## src/rtl/multiplier_32.sv

```systemverilog
// multiplier_32 -- sequential 32x32 -> 64 shift-add multiplier.
//
// Retires one multiplier bit per enabled clock. Operands are captured on an
// accepted start, and the product is held with dne high until the next
// accepted start.
//
// Optional feature: define MULTIPLIER_32_SIGNED_EN for two's-complement
// operands. Magnitudes are multiplied and a NEG state restores the sign, which
// adds one cycle of latency.
//
// Ports:
//   clk    in   1   rising-edge clock
//   rst_n  in   1   asynchronous active-low reset
//   ena    in   1   clock enable; all state frozen while low
//   start  in   1   begin multiply (accepted in IDLE, or in DONE once dne=1)
//   a      in  32   multiplicand
//   b      in  32   multiplier
//   p      out 64   product, valid while dne=1
//   dne    out  1   product valid, held until next accepted start
//   busy   out  1   operation in progress
//
// state | meaning
// ------+-----------------------------------------------------------------
// IDLE  | reset state, waiting for start
// RUN   | 32 shift-add iterations, cnt 0..31
// NEG   | sign fix-up of the accumulator (signed build only)
// DONE  | first enabled cycle latches p and raises dne; then holds the result

module multiplier_32 (
  input  logic        clk,
  input  logic        rst_n,
  input  logic        ena,
  input  logic        start,
  input  logic [31:0] a,
  input  logic [31:0] b,
  output logic [63:0] p,
  output logic        dne,
  output logic        busy
);

  typedef enum logic [1:0] {
    S_IDLE = 2'd0,
    S_RUN  = 2'd1,
    S_NEG  = 2'd2,
    S_DONE = 2'd3
  } state_t;

  state_t      state_q, state_d;
  logic [31:0] mcand_q, mcand_d;
  logic [31:0] mplr_q,  mplr_d;
  logic [63:0] acc_q,   acc_d;
  logic [5:0]  cnt_q,   cnt_d;
  logic [63:0] p_q,     p_d;
  logic        dne_q,   dne_d;
  logic        busy_q,  busy_d;

`ifdef MULTIPLIER_32_SIGNED_EN
  logic        neg_q, neg_d;
  logic [31:0] a_mag, b_mag;
`endif

  logic        accept;
  logic [32:0] sum;

  // DONE accepts a new start only after the result has been latched (dne=1).
  // Before that, the operation is still busy.
  assign accept = ena && start &&
                  ((state_q == S_IDLE) || ((state_q == S_DONE) && dne_q));

  // Upper half of the accumulator plus the multiplicand when the current
  // multiplier bit is set; the carry becomes the new MSB after the shift.
  assign sum = {1'b0, acc_q[63:32]} + {1'b0, (mplr_q[0] ? mcand_q : 32'd0)};

`ifdef MULTIPLIER_32_SIGNED_EN
  // |-2^31| wraps to 0x80000000, which is correct as an unsigned magnitude.
  assign a_mag = a[31] ? (~a + 32'd1) : a;
  assign b_mag = b[31] ? (~b + 32'd1) : b;
`endif

  // State register
  always_ff @(posedge clk or negedge rst_n) begin
    if (!rst_n) begin
      state_q <= S_IDLE;
      mcand_q <= 32'd0;
      mplr_q  <= 32'd0;
      acc_q   <= 64'd0;
      cnt_q   <= 6'd0;
      p_q     <= 64'd0;
      dne_q   <= 1'b0;
      busy_q  <= 1'b0;
`ifdef MULTIPLIER_32_SIGNED_EN
      neg_q   <= 1'b0;
`endif
    end else begin
      state_q <= state_d;
      mcand_q <= mcand_d;
      mplr_q  <= mplr_d;
      acc_q   <= acc_d;
      cnt_q   <= cnt_d;
      p_q     <= p_d;
      dne_q   <= dne_d;
      busy_q  <= busy_d;
`ifdef MULTIPLIER_32_SIGNED_EN
      neg_q   <= neg_d;
`endif
    end
  end

  // Next-state logic
  always_comb begin
    state_d = state_q;
    if (ena) begin
      case (state_q)
        S_IDLE, S_DONE: begin
          if (accept) state_d = S_RUN;
        end
        S_RUN: begin
          if (cnt_q == 6'd31) begin
`ifdef MULTIPLIER_32_SIGNED_EN
            state_d = S_NEG;
`else
            state_d = S_DONE;
`endif
          end
        end
        S_NEG:   state_d = S_DONE;
        default: state_d = S_IDLE;
      endcase
    end
  end

  // Datapath and flag updates
  always_comb begin
    mcand_d = mcand_q;
    mplr_d  = mplr_q;
    acc_d   = acc_q;
    cnt_d   = cnt_q;
    p_d     = p_q;
    dne_d   = dne_q;
    busy_d  = busy_q;
`ifdef MULTIPLIER_32_SIGNED_EN
    neg_d   = neg_q;
`endif
    if (accept) begin
`ifdef MULTIPLIER_32_SIGNED_EN
      mcand_d = a_mag;
      mplr_d  = b_mag;
      neg_d   = a[31] ^ b[31];
`else
      mcand_d = a;
      mplr_d  = b;
`endif
      acc_d   = 64'd0;
      cnt_d   = 6'd0;
      dne_d   = 1'b0;
      busy_d  = 1'b1;
    end else if (ena) begin
      case (state_q)
        S_RUN: begin
          acc_d  = {sum, acc_q[31:1]};
          mplr_d = {1'b0, mplr_q[31:1]};
          cnt_d  = cnt_q + 6'd1;
        end
        S_NEG: begin
`ifdef MULTIPLIER_32_SIGNED_EN
          if (neg_q) acc_d = ~acc_q + 64'd1;
`endif
        end
        S_DONE: begin
          if (!dne_q) begin
            p_d    = acc_q;
            dne_d  = 1'b1;
            busy_d = 1'b0;
          end
        end
        default: ;
      endcase
    end
  end

  // Outputs
  always_comb begin
    p    = p_q;
    dne  = dne_q;
    busy = busy_q;
  end

endmodule

```

## config.mk

```make
export PLATFORM = sky130hd
export DESIGN_NAME = multiplier_32
export DESIGN_NICKNAME = d
export VERILOG_FILES = /design/src/rtl/multiplier_32.sv
export SDC_FILE = /design/constraint.sdc
export NUM_CORES = 1
export LEC_CHECK = 0
export ABC_AREA = 1
export ABC_CLOCK_PERIOD_IN_PS = 3100
export BUFFER_PORTS_ARGS = -buffer_cell sky130_fd_sc_hd__buf_2
export CORE_MARGIN = 2
export CORE_UTILIZATION = 55
export CTS_BUF_LIST = sky130_fd_sc_hd__clkbuf_4
export DETAILED_ROUTE_END_ITERATION = 8
export PLACE_DENSITY = 0.76
export SETUP_SLACK_MARGIN = 0.2
export SYNTH_ARGS = -nofsm -noshare
export SYNTH_HDL_FRONTEND = slang
export SYNTH_SLANG_ARGS = --single-unit
```

## constraint.sdc

```tcl
create_clock -name clk -period 3.1 [get_ports clk]
set_input_delay 0.93 -clock clk [delete_from_list [all_inputs] [get_ports clk]]
set_output_delay 0.93 -clock clk [all_outputs]
set_load 0.05 [all_outputs]
```

==> summary.md <==
| Metric | Value |
|---|---|
| Clock Pin Slew Worst Setup and Hold Paths | 0.06 ns |
| H-tree depth | 2 |
| Power Density | 916 mW/mm² |
| P&R area growth vs syn | 15.0% |
| Nets | approximately 1600 |
| First-pass GRT wire length | 40.2 mm |
| Yosys top cell area share | 0.490 |
| WHS | about 0.32 ns |
| CTS max path bufs | 3 |
| Placed Area | approximately 0.011 mm² |
| HPWL after DPL | 17.1 mm |
| Combinational share of power | 0.418 |
| Pint | between 6000 and 7000 µW |
| Clock root buffer master | clkbuf_4 |
| Resize count post-CTS | 0 |
| Initial antenna violation count | 1 |
| PnR worst setup slack | around 0.63 ns |
| Status | completed |
| Max cap viols | 0 |
| CTS Hold Bufs | 0 |
| Fin. max-slew vios | 0 |
| CORE AREA | 0.0186 mm² |
| WL final | between 20 and 25 mm |
| # rows | 50 |
| GRT overflow | 0 |
| # port buffers | approximately 130 |
| RSZ-0062 raised after global routing | no |
| Reg power frac | 0.384 |
| Max incr delay on CP | 0.53 ns |
| Final Critical Period | 2.47 ns |
| FFs w/ async S/R, synth | 1.00 |
| Setup violations, final | 0 |
| Total CTS buffers | just over 50 |
| CTS tree | yes |
| Worst EP arrival | ~3.0 ns |
| Vias per cell | 5.07 |
| Most frequent CP cell | nand2_1 |
| GP Congestion | around 0.92 |
| Mapped Nets | 1435 |
| Mapped Area | 0.0103 mm² |
| Crit path from | mplr_q[0] |
| DRC | 0 |
| Routed Antenna Nets | 0 |
| Critical Setup Path Class | reg -> reg |
| Commonest cells in the netlist | 486 x nand2_1, 233 x inv_1, 202 x dfrtp_1, 82 x o21ai_0, 49 x nor2_1 |
| Share of layout cells above drive strength 1 | 0.158 |
| Worst Hold Class | in -> async |
| Die H | 141 µm |
| Sw power | 4780 µW |
| FF-to-FF Start | mplr_q[0] |
| Ys flop type | dfrtp_1 |
| Vias in the first global route | between 8000 and 9000 |
| Leak pwr | about 0.007 µW |
| Top-Level Pins | about 130 |
| Initial Util | 0.555 |
| Rel. slew slack | 0.494 |
| Yosys reg bits | 202 |
| Avg Cell Area, Syn | 7.76 µm² |
| Syn Inst Count | between 1000 and 1500 |
| Detailed Route Iter0 Violations | roughly 540 |
| Slowest stage cell, crit path | dfrtp_1 |
| Part of the power in the clock network | 0.199 |
| Skew final | 0.0328 ns |
| Register area share after synthesis | 0.490 |
| CP max FO | 22 |
| Design area | 0.0119 mm² |
| Vias | roughly 8900 |
| Endpoints failing hold | 0 |
| Die width | 141 µm |
| Crit share post-route | 0.798 |
| Design Power | 10900 µW |
| Clk_lat worst skew | around 0.64 ns |
| Worst Setup End Kind | flip-flop |
| Pre-CTS WS | 0.526 ns |
| First drt pass iteration count | 5 |
| Post-CTS setup buffer count | 0 |
| Die area | ~0.020 mm² |
| # clock sinks | 202 |
| Fin Setup TNS | 0 ns |
| Post-synth EDFFs | 0 |
| Crit-path cells | buf_12 -> nand2_1 -> inv_1 -> ha_1 -> nand2_1 -> inv_1 -> nand2_1 -> nor3_1 -> nand2_1 -> nand2_1 -> nand2_1 -> nand2_1 -> nand2_1 -> nand3_1 -> nand2_1 |
| Largest cells by area after synthesis | dfrtp_1 49%, nand2_1 18%, inv_1 8.5%, ha_1 4.4%, o21ai_0 4.0% |
| Crit start category | flip-flop |
| F_max | 0.404 GHz |
| VDD IR-drop max | ~530 µV |
| Drt wl/cell | 13.6 µm |
| Tot GR Track Use | 0.248 |
| Worst slew pin tran | 0.758 ns |
| YS warnings | 0 |
| Top-count cell post-synth | nand2_1 |
| Largest net degree at the start of global routing | between 80 and 90 |
| Required @ worst endpoint | 3.60 ns |
| Sw frac | 0.440 |
| Unique masters post-synth | 32 |
| Leading area contributor after synthesis | dfrtp_1 |
## critical path: cells and delay by family (launching register included)
| family | cells | cell delay, ns |
|---|---|---|
| simple gates | 11 | 1.03 |
| flops | 1 | 0.53 |
| buf+inv | 3 | 0.40 |
| fa+ha+maj | 1 | 0.36 |
## through the flow
| stage | instances | util |
|---|---|---|
| floorplan | 1330 | - |
| global placement | 1665 | 0.605 |
| detailed placement | 1665 | 0.605 |
| CTS | 1750 | 0.639 |
| global route | 1751 | 0.639 |
| finish | 1751 | 0.639 |
## sequential cells by signal (all words and copies together), names as in the netlist
name,flops
acc_q,64
p,64
mcand_q,32
mplr_q,32
cnt_q,6
state_q,2
busy,1
dne,1
## logic make-up (layout without fill, tap and decap cells)
| kind of cell | Yosys count | count (layout) | share of synthesized area |
|---|---|---|---|
| AND/OR/NAND/NOR | 597 | 597 | 0.227 |
| XOR/XNOR | 2 | 2 | 0.00170 |
| multiplexers | 18 | 18 | 0.0196 |
| flip-flops | 202 | 202 | 0.490 |
| other | 0 | 1 | 0 |
| AO/OA/AOI/OAI | 192 | 192 | 0.110 |
| buffers and inverters | 282 | 468 | 0.107 |
| adder cells (fa/ha/maj) | 37 | 37 | 0.0456 |
## cells in the final DEF (no fill, tap or decap), drive strengths merged
cell type	synthesis	routed
a21o	2	2
buf	25	147
inv	234	235
clkinv	1	12
and3	1	1
nand3	41	41
or2	1	1
dfrtp	202	202
mux2	18	18
a31oi	2	2
a21oi	38	38
nor3	10	10
o21bai	3	3
nand4	7	7
nor2	49	49
bufinv	0	1
xnor2	2	2
and2	2	2
ha	36	36
nand2	486	486
clkbuf	22	73
o22ai	32	32
o211ai	1	1
diode	0	1
o21ai	84	84
o221ai	30	30
fa	1	1
## final timing paths
check                                  end  cells after the start  slack (ns)
worst max-delay path             acc_q[61]                     15        0.63
worst min register to register        p[6]                      2        0.48
min in group clk                      p[6]                      2        0.48
max in group asynchronous       mplr_q[25]                      2        2.04
worst max register to register   acc_q[61]                     15        0.63
worst min-delay path             acc_q[41]                      1        0.32
## per-layer routing
layer | share of wire | track usage | vias to the layer above
li1 | - | - | 4515
met1 | 0.48 | 0.357 | 4077
met2 | 0.45 | 0.392 | 229
met3 | 0.055 | 0.0431 | 49
met4 | 0.017 | 0.0663 | 0
met5 | 0 | 0 | -
## layout make-up
| type | count | area [µm²] |
|---|---|---|
| Antenna cell | 1 | 2.50 |
| Tap cell | 234 | 293 |
| Sequential cell | 202 | 5050 |
| Fill cell | 1674 | 6710 |
| Multi-Input combinational cell | 846 | 4180 |
| Clock buffer | 72 | 541 |
| Timing Repair Buffer | 148 | 837 |
| Clock inverter | 13 | 80.1 |
| Inverter | 235 | 882 |
## power by group through the flow
stage,clock network [µW],registers (µW),logic [µW]
2_1_floorplan,0,5070,2410
3_3_place_gp,0,4170,4410
3_5_place_dp,0,4200,4520
4_1_cts,2220,4160,4540
5_1_grt,2360,4290,5040
6_report,2160,4170,4540
No activity file was read; power rests on OpenSTA's default activity.
